**src/rtl/regfile_wport_arb.sv**
```systemverilog
// regfile_wport_arb
//
// Write-port arbiter and pending-write scoreboard for the general-purpose
// register file. Two write-back sources compete for the single write port.
// The winning write is registered and presented to the register file one
// cycle later. A per-register pending bitmap tracks claimed writes that have
// not yet been accepted, so issue logic can detect read-after-write hazards.
//
// Configuration macro:
//   WPORT_RR_EN  defined   -> round-robin between the two sources
//                undefined -> fixed priority, source 0 always wins contention
//
// Ports:
//   clk, rst                      clock, asynchronous active-high reset
//   req0_valid/addr/data/ready    pipeline write-back source (ready is comb)
//   req1_valid/addr/data/ready    long-latency source (ready is comb)
//   claim_valid, claim_addr       issue-time claim of a destination register
//   we, waddr, wdata              registered register-file write port
//   pend                          pending-write bitmap, bit 0 always 0

module regfile_wport_arb #(
    parameter int ADDR_W = 5,
    parameter int DATA_W = 32
) (
    input  logic                     clk,
    input  logic                     rst,

    input  logic                     req0_valid,
    input  logic [ADDR_W-1:0]        req0_addr,
    input  logic [DATA_W-1:0]        req0_data,
    output logic                     req0_ready,

    input  logic                     req1_valid,
    input  logic [ADDR_W-1:0]        req1_addr,
    input  logic [DATA_W-1:0]        req1_data,
    output logic                     req1_ready,

    input  logic                     claim_valid,
    input  logic [ADDR_W-1:0]        claim_addr,

    output logic                     we,
    output logic [ADDR_W-1:0]        waddr,
    output logic [DATA_W-1:0]        wdata,
    output logic [(1<<ADDR_W)-1:0]   pend
);

    localparam int NREG = 1 << ADDR_W;

    logic                grant0;
    logic                grant1;
    logic                acc;
    logic [ADDR_W-1:0]   acc_addr;
    logic [DATA_W-1:0]   acc_data;

    logic                we_q;
    logic [ADDR_W-1:0]   waddr_q;
    logic [DATA_W-1:0]   wdata_q;
    logic [NREG-1:0]     pend_q;
    logic [NREG-1:0]     pend_d;

`ifdef WPORT_RR_EN
    // last_q = 1 means source 1 was granted most recently, so source 0 wins
    // the next contention. Reset to 1 so source 0 wins the first one.
    logic last_q;

    always_comb begin
        grant0 = req0_valid & (~req1_valid | last_q);
    end

    always_ff @(posedge clk or posedge rst) begin
        if (rst) begin
            last_q <= 1'b1;
        end else if (acc) begin
            last_q <= grant1;
        end
    end
`else
    always_comb begin
        grant0 = req0_valid;
    end
`endif

    assign grant1   = req1_valid & ~grant0;
    assign acc      = grant0 | grant1;
    assign acc_addr = grant0 ? req0_addr : req1_addr;
    assign acc_data = grant0 ? req0_data : req1_data;

    // Clear first, then set: a same-cycle claim belongs to a newer producer
    // and must keep the bit high.
    always_comb begin
        pend_d = pend_q;
        if (acc) begin
            pend_d[acc_addr] = 1'b0;
        end
        if (claim_valid && (claim_addr != '0)) begin
            pend_d[claim_addr] = 1'b1;
        end
        pend_d[0] = 1'b0;
    end

    always_ff @(posedge clk or posedge rst) begin
        if (rst) begin
            we_q    <= 1'b0;
            waddr_q <= '0;
            wdata_q <= '0;
            pend_q  <= '0;
        end else begin
            pend_q <= pend_d;
            // Register 0 writes are consumed but never reach the file.
            we_q   <= acc && (acc_addr != '0);
            if (acc) begin
                waddr_q <= acc_addr;
                wdata_q <= acc_data;
            end
        end
    end

    assign req0_ready = grant0;
    assign req1_ready = grant1;
    assign we         = we_q;
    assign waddr      = waddr_q;
    assign wdata      = wdata_q;
    assign pend       = pend_q;

endmodule

```
**config.mk**
```make
export PLATFORM = sky130hd
export DESIGN_NAME = regfile_wport_arb
export DESIGN_NICKNAME = d
export VERILOG_FILES = /design/src/rtl/regfile_wport_arb.sv
export SDC_FILE = /design/constraint.sdc
export NUM_CORES = 1
export LEC_CHECK = 0
export ABC_AREA = 1
export CELL_PAD_IN_SITES_DETAIL_PLACEMENT = 0
export CELL_PAD_IN_SITES_GLOBAL_PLACEMENT = 1
export CORE_MARGIN = 2
export CORE_UTILIZATION = 29
export CTS_BUF_LIST = sky130_fd_sc_hd__clkbuf_4 sky130_fd_sc_hd__clkbuf_8
export CTS_CLUSTER_DIAMETER = 100
export CTS_CLUSTER_SIZE = 20
export DETAILED_ROUTE_END_ITERATION = 10
export PLACE_DENSITY_LB_ADDON = 0.1
export REMOVE_ABC_BUFFERS = 1
export SLEW_MARGIN = 20
export SYNTH_ARGS = -nofsm -noshare
export SYNTH_HDL_FRONTEND = slang
export SYNTH_SLANG_ARGS = --single-unit
```
**constraint.sdc**
```tcl
create_clock -name clk -period 3.3 [get_ports clk]
set_input_delay 0.99 -clock clk [delete_from_list [all_inputs] [get_ports clk]]
set_output_delay 0.99 -clock clk [all_outputs]
set_load 0.02 [all_outputs]
```
==> flow_summary.ini, run 1 <==
[status]
status = complete, no violations

[worst_hold_path]
worstHoldPathType = reg -> reg

[critical_path]
end_kind = output pin
path_max_fanout = 2
cpMaxStageDelayCell = clkdlybuf4s50_1
path_common_cell = clkdlybuf4s50_1
cp.required_ns = 2.31
path_class = in -> out
start_kind = input port
cp_num_buf_inv = 3
crit_family = buffers and inverters
arrival_ns = 2.20
critPathMaxStageDelay_ns = 0.60
crit_chain = clkdlybuf4s50_1 > nand2_1 > inv_2 > clkdlybuf4s50_1

[clocking]
h-tree-depth = 3
cts_buffers = 9
cts_root_buf = clkbuf_8
postCtsSetupBuffers = 0
post_cts_resize_count = 0
clkTransAtPathRegs_ns = 0.07
cts_buffer_depth = 2
cts_tree = yes
numClockSinks = 69
clock_latency_ns = 0.34
hold_buffers = 0

[floorplan]
die_h_um = 112
core_um2 = 11400
rows = 39
boundaryPins = 156
initial_utilization_pct = 29.6
fp.dieW_um = 112
die_area_um2 = 12500

[logic_synthesis]
syn_inst = 443
synth_area_um2 = 3370
synth_mux_area_share_pct = 0
synth_edf_count = 0
synth_largest_area_cell = dfrtp_1
ys_async_sr_fraction_pct = 100
yosys.area_share.simple_pct = 41.2
ys_types = 23
synth_area_per_cell_um2 = 7.60
synth_flop_cell = dfrtp_1
synth_top_family_by_area = simple AND/OR/NAND/NOR gates
synth_compound_area_share_pct = 1.34
yosys_warnings = 0
synth_top_area_share_pct = 51.3
yosysMostFrequentCell = nand2_1
ys_seq_elements = 69
synthAdderAreaFrac_pct = 0
netlist_top_cells_count = nand2_1, dfrtp_1, nand3_1
ys_top_cells_by_area = dfrtp_1, nand2_1, nand3_1
ys_seq_area_share_pct = 51.3
synth_xor_area_share_pct = 0

[global_route]
grt_pass1_vias = 3266
grt_start_max_net_pins = 51
antenna_found_initial = 0
gr-total-overflow = 0
track_usage_pct = 17.8
grt_first_pass_wirelength_um = 17600

[timing]
fmax_mhz = 314
min_period_over_period_pct = 96.6
hold_violations = 0
rsz0062_at_grt = no
fin_tns_setup_ns = 0
setup_viol = 0
maxSlewHeadroom_pct = 59.8
fin_ws_ns = 0.113
fin_skew_ns = 0
drv_slew = 0
hold_ws_ns = 0.475
min_period_ns = 3.19
tightest_slew_ns = 0.599

[route]
firstDrtPassIters = 4
post_drt_wl_per_cell_um = 14.5
via_per_inst = 4.38
antenna_left = 0
wl_um = 10800
drt_iter0_drc = 125
drc = 0
num_vias = 3264

[placement]
pre_cts_slack_ns = 0.105
dp_cells = 730
dp_hpwl_um = 7880
io_buffers = 154
place.gp.congestion = 0.842

[final_layout]
layout.cells.non_filler = 746
insertedDiodeCount = 0
synthToLayoutAreaGrowth_pct = 55.2
drive_gt1_share_pct = 9.62
fin_nets = 682

[power]
ir_drop_mv = 0.234
leakagePower_nw = 2.46
powerDensity_nw_per_um2 = 501

[run]
maxCapViolCount = 0
## final cells by class
type | instances | area, um^2
timing repair buffer | 160 | 1590
clock inverter | 1 | 5.00
sequential | 69 | 1730
clock buffer | 15 | 181
tap | 143 | 179
inverter | 27 | 104
multi-input combinational | 331 | 1440
fill | 1210 | 6140
## cell families after synthesis
group	count (synthesis)
simple gates	324
buf+inv	43
flops	69
other cells	1
compound gates	6
## where the power goes
group          internal, mW  total (mW)  switching, mW
logic                 0.423       0.879          0.456
registers             0.994        1.08         0.0845
clock network         0.348       0.662          0.315
## metal layers
| metal | part of all wire [%] | global-route usage (%) |
|---|---|---|
| met2 | 46 | 28.7 |
| met3 | 5.7 | 5.28 |
| met4 | 0.88 | 4.20 |
| met1 | 47 | 23.7 |
| met5 | 0 | 0 |
## worst paths after layout
| path | from | end | slack (ns) | cells past startpoint |
|---|---|---|---|---|
| max | req1_valid | req1_ready | 0.11 | 4 |
| min | pend[6] | pend[6] | 0.48 | 2 |
| max reg2reg | wdata[21] | wdata[21] | 2.63 | 2 |
| min reg2reg | pend[6] | pend[6] | 0.48 | 2 |
| max in group asynchronous | rst | waddr[0] | 1.62 | 3 |
| min in group asynchronous | rst | wdata[18] | 1.03 | 2 |
## tightest hold or removal path: stages, from the launching register on
cell	delay, ns
dfrtp_1	0.35
nand2_1	0.05
nand2_1	0.04
## stage by stage
step           util, %  total power, mW  area [um^2]
2_1_floorplan        -             1.48         3270
3_3_place_gp      44.3             1.98         5040
3_5_place_dp      44.3             1.98         5040
4_1_cts           46.0             2.66         5230
5_1_grt           46.0             2.78         5230
6_report          46.0             2.62         5230
## state kept, by name, indices dropped and copies added (netlist names)
register  flops
pend         31
waddr         5
wdata        32
we            1
## cells in the final DEF, fill, tap and decap left out, drive strengths merged
| master | netlist | routed |
|---|---|---|
| a21oi | 1 | 1 |
| buf | 10 | 7 |
| clkbuf | 6 | 15 |
| clkdlybuf4s50 | 0 | 153 |
| clkinv | 0 | 1 |
| conb | 1 | 1 |
| dfrtp | 69 | 69 |
| inv | 27 | 27 |
| nand2 | 262 | 262 |
| nand3 | 34 | 34 |
| nand4 | 6 | 6 |
| nor2 | 18 | 18 |
| nor3 | 4 | 4 |
| o21ai | 5 | 5 |
(Power assumes the default switching activity.)
==> inputs of run 2 (changes only) <==
--- a/config.mk
+++ b/config.mk
@@ -6,9 +6,10 @@
 export NUM_CORES = 1
 export LEC_CHECK = 0
 export ABC_AREA = 1
+export CAP_MARGIN = 25
 export CELL_PAD_IN_SITES_DETAIL_PLACEMENT = 0
 export CELL_PAD_IN_SITES_GLOBAL_PLACEMENT = 1
-export CORE_MARGIN = 2
+export CORE_MARGIN = 3
 export CORE_UTILIZATION = 29
 export CTS_BUF_LIST = sky130_fd_sc_hd__clkbuf_4 sky130_fd_sc_hd__clkbuf_8
 export CTS_CLUSTER_DIAMETER = 100
==> run 2 against run 1 <==
Net effect:
- die area increased by 3.6%
- maximum frequency increased by 3.6%
- clock skew unchanged
- critical endpoint unchanged
- largest cell class unchanged
- largest power group unchanged
==> flow_summary.ini, run 2 (same netlist as run 1, synthesis figures left out) <==
[final_layout]
postLayoutCellArea_um2 = 5230
postLayoutCoreUtil_pct = 47.2
largest_reg_flops = 32
layout.cells.non_filler = 744
insertedDiodeCount = 0
final_common_cell = nand2_1
final_cell_mix = nand2_1, clkdlybuf4s50_1, dfrtp_1, nand3_1, inv_1
drive_gt1_share_pct = 9.77
fillers = 1164
fin_nets = 683
synthToLayoutAreaGrowth_pct = 55.3

[floorplan]
initial_utilization_pct = 30.4
core_um2 = 11100
fp.dieW_um = 114
die_area_um2 = 12900
rows = 38
boundaryPins = 156
die_h_um = 114

[clocking]
cts_buffers = 9
clock_latency_ns = 0.34
cts_tree = yes
h-tree-depth = 3
postCtsSetupBuffers = 0
numClockSinks = 69
cts_root_buf = clkbuf_8
cts_buffer_depth = 2
clkTransAtPathRegs_ns = 0.07
hold_buffers = 0

[placement]
dp_cells = 728
io_buffers = 154
place.gp.congestion = 0.776
dp_hpwl_um = 8170
dpl-instance-area_um2 = 5040
pre_cts_slack_ns = -0.0765

[timing]
min_period_ns = 3.08
tightest_slew_ns = 0.663
hold_violations = 0
fin_tns_setup_ns = 0
hold_ws_ns = 0.473
min_period_over_period_pct = 93.2
drv_slew = 0
setup_viol = 0
rsz0062_at_grt = no
fin_skew_ns = 0
fin_ws_ns = 0.223
fmax_mhz = 325
maxSlewHeadroom_pct = 55.5

[critical_path]
cp_num_buf_inv = 3
end_kind = output pin
path_class = in -> out
cpMaxStageDelayCell = clkdlybuf4s50_1
crit_family = buffers and inverters
path_max_fanout = 2
cp.required_ns = 2.31
start_kind = input port
critPathMaxStageDelay_ns = 0.60
crit_chain = dlygate4sd2_1 > nand2_1 > inv_2 > clkdlybuf4s50_1
arrival_ns = 2.09

[global_route]
grt_pass1_vias = 3359
grt_start_max_net_pins = 52
track_usage_pct = 17.6
use_met3_pct = 5.20
gr-total-overflow = 0
use_met2_pct = 28.5
busiest_layer = met2
antenna_found_initial = 0
use_met1_pct = 22.8
grt_first_pass_wirelength_um = 17600

[worst_hold_path]
worstHoldPathType = reg -> reg

[route]
post_drt_wl_per_cell_um = 14.6
num_vias = 3288
firstDrtPassIters = 4
wl_um = 10800
drt_iter0_drc = 116
drc = 0
antenna_left = 0
via_per_inst = 4.42

[power]
powerDensity_nw_per_um2 = 502
seqPwrFrac_pct = 41.1
ir_drop_mv = 0.316
p_total_mw = 2.62
pwr-share-clk_pct = 25.3
p_comb_share_pct = 33.5
power_switching_share_pct = 32.7
leakagePower_nw = 2.47
p_int_mw = 1.77
p_sw_mw = 0.857

[run]
maxCapViolCount = 0

[status]
status = complete, no violations
[run 2: cell count changes in the layout (fill, tap and decap cells not counted), sizes merged]
cell | previous run | this run
clkdlybuf4s50 | 153 | 152
dlygate4sd2 | 0 | 1
buf | 7 | 8
[run 2: final cells by class]
cell class	instances	area, um^2	share of cell area (%)
Tap cell	140	175	3.35
Timing Repair Buffer	161	1600	30.6
Inverter	27	104	1.99
Sequential cell	69	1730	33.0
Clock buffer	15	181	3.47
Clock inverter	1	5.00	0.0957
Multi-Input combinational cell	331	1440	27.5
[run 2: layer usage]
metal | part of all wire [%] | wire [um] | vias up
li1 | - | - | 1664
met1 | 44 | 4780 | 1525
met2 | 48 | 5210 | 90
met3 | 6.6 | 712 | 9
met4 | 1.2 | 131 | 0
met5 | 0 | 0 | -
[run 2: power groups by stage]
stage	clock [mW]	sequential (mW)	combinational (mW)
2_1_floorplan	0	1.27	0.205
3_3_place_gp	0	1.09	0.888
3_5_place_dp	0	1.10	0.892
4_1_cts	0.685	1.08	0.896
5_1_grt	0.727	1.10	0.952
6_report	0.665	1.08	0.879
[run 2: tightest hold or removal path, cell delays in order (launching register included)]
cell,delay [ns]
dfrtp_1,0.35
nand2_1,0.05
nand2_1,0.05
[run 2: worst paths after layout]
check                                   to  slack, ns  cells past startpoint        from
worst min-delay path               pend[9]       0.47                      2     pend[9]
min in group asynchronous         pend[20]       0.97                      2         rst
worst max-delay path            req1_ready       0.22                      4  req1_valid
worst min register to register     pend[9]       0.47                      2     pend[9]
worst max register to register    wdata[4]       2.64                      2    wdata[4]
max in group asynchronous         wdata[6]       1.67                      3         rst
[run 2: repair_timing]
item,4_1_cts,5_1_grt
resized for setup,1,0
endpoints found under the hold margin,0,0
endpoints found under the setup margin,1,0
==> inputs of run 3 (changes only) <==
--- a/config.mk
+++ b/config.mk
@@ -6,6 +6,7 @@
 export NUM_CORES = 1
 export LEC_CHECK = 0
 export ABC_AREA = 1
+export ABC_CLOCK_PERIOD_IN_PS = 3200
 export CAP_MARGIN = 25
 export CELL_PAD_IN_SITES_DETAIL_PLACEMENT = 0
 export CELL_PAD_IN_SITES_GLOBAL_PLACEMENT = 1
==> constraint.sdc (replaced) <==
create_clock -name clk -period 3.2 [get_ports clk]
set_input_delay 0.96 -clock clk [delete_from_list [all_inputs] [get_ports clk]]
set_output_delay 0.96 -clock clk [all_outputs]
set_load 0.02 [all_outputs]
==> run 3 against run 2 <==
Net effect:
- via count shrank 0.30%
- first-iteration DRC count grew 21%
- non-clock buffer count is the same
- combinational power grew 3.1%
- critical path depth is the same
- critical endpoint unchanged
- largest power group unchanged
- highest routed layer unchanged
==> flow_summary.ini, run 3 (same netlist as run 1, synthesis figures left out) <==
[route]
drt_iter0_drc = 140
via_per_inst = 4.41
firstDrtPassIters = 6
antenna_left = 0
wl_um = 10800
post_drt_wl_per_cell_um = 14.5
num_vias = 3278
drc = 0

[timing]
drv_slew = 0
tightest_slew_ns = 0.660
fmax_mhz = 327
hold_ws_ns = 0.473
fin_skew_ns = 0
min_period_ns = 3.06
maxSlewHeadroom_pct = 55.6
fin_tns_setup_ns = 0
fin_ws_ns = 0.142
min_period_over_period_pct = 95.6
rsz0062_at_grt = no
setup_viol = 0
hold_violations = 0

[worst_hold_path]
whs_path_depth = 2
worstHoldPathType = reg -> reg
min_to = pend[9]
min-delay-start = pend[9]

[final_layout]
fin_nets = 683
fillers = 1114
final_common_cell = nand2_1
multi_input_area_um2 = 1440
final_cell_mix = nand2_1, clkdlybuf4s50_1, dfrtp_1, nand3_1, inv_1
postLayoutCellArea_um2 = 5230
drive_gt1_share_pct = 9.77
synthToLayoutAreaGrowth_pct = 55.3
regArea_um2 = 1730
postLayoutCoreUtil_pct = 47.2
insertedDiodeCount = 0
layout.cells.non_filler = 744
largest_reg_flops = 32

[placement]
dp_cells = 728
dp_hpwl_um = 8160
pre_cts_slack_ns = -0.116
dpl-instance-area_um2 = 5040
io_buffers = 154
place.gp.congestion = 0.777

[critical_path]
start_kind = input port
path_max_fanout = 2
reg2reg_to = wdata[4]
arrival_ns = 2.10
cp.required_ns = 2.24
critPathMaxStageDelay_ns = 0.60
rr_worst_depth = 2
cpMaxStageDelayCell = clkdlybuf4s50_1
r2r-start = wdata[4]
end_kind = output pin
crit_chain = dlygate4sd2_1 > nand2_1 > inv_2 > clkdlybuf4s50_1
r2r_setup_slack_ns = 2.55
path_class = in -> out

[run]
maxCapViolCount = 0

[floorplan]
core_um2 = 11100
die_area_um2 = 12900
boundaryPins = 156
die_h_um = 114
fp.dieW_um = 114
rows = 38
initial_utilization_pct = 30.4

[clocking]
postCtsSetupBuffers = 0
clkTransAtPathRegs_ns = 0.07
post_cts_resize_count = 1
clock_latency_ns = 0.34
cts_buffer_depth = 2
hold_buffers = 0
h-tree-depth = 3
cts_tree = yes
cts_root_buf = clkbuf_8
cts_buffers = 9
numClockSinks = 69

[global_route]
grt_pass1_vias = 3479
track_usage_pct = 17.7
antenna_found_initial = 0
gr-total-overflow = 0
grt_first_pass_wirelength_um = 17900
grt_start_max_net_pins = 52

[status]
status = complete, no violations

[power]
p_total_mw = 2.69
leakagePower_nw = 2.47
ir_drop_mv = 0.267
powerDensity_nw_per_um2 = 515
run 3: cell counts in the layout (fill, tap and decap cells not counted):
Identical to the previous run, type by type.
run 3: report_power, final:
group	internal, mW	switching (mW)	leakage (nW)
registers	1.03	0.0872	0.839
clock network	0.359	0.316	0.101
logic	0.437	0.469	1.53
run 3: worst max-delay path by stage:
stage,startpoint,slack [ns],end
finish,req1_valid,0.14,req1_ready
global route,req1_valid,0.09,req1_ready
CTS,req1_valid,0.14,req1_ready
detailed placement,req1_valid,-0.12,req1_ready
global placement,req1_valid,-0.14,req1_ready
floorplan,rst,0.50,pend[10]
run 3: critical path, delay by kind of cell:
family / cells / cell delay, ns
AND/OR/NAND/NOR: 1 / 0.11
buffers and inverters: 3 / 1.02
run 3: layout make-up:
cell class | count | share of cell area, %
clock buffers | 15 | 3.47
repair buffers | 161 | 30.6
inverters | 27 | 1.99
well taps | 140 | 3.35
flip-flops and latches | 69 | 33.0
clock inverters | 1 | 0.0957
multi-input cells | 331 | 27.5
run 3: routing by layer:
metal  global-route usage (%)  routed length, um
met5                        0                  0
met3                     4.62                719
met2                     29.0               5250
met1                     23.3               4680
met4                     4.89                146
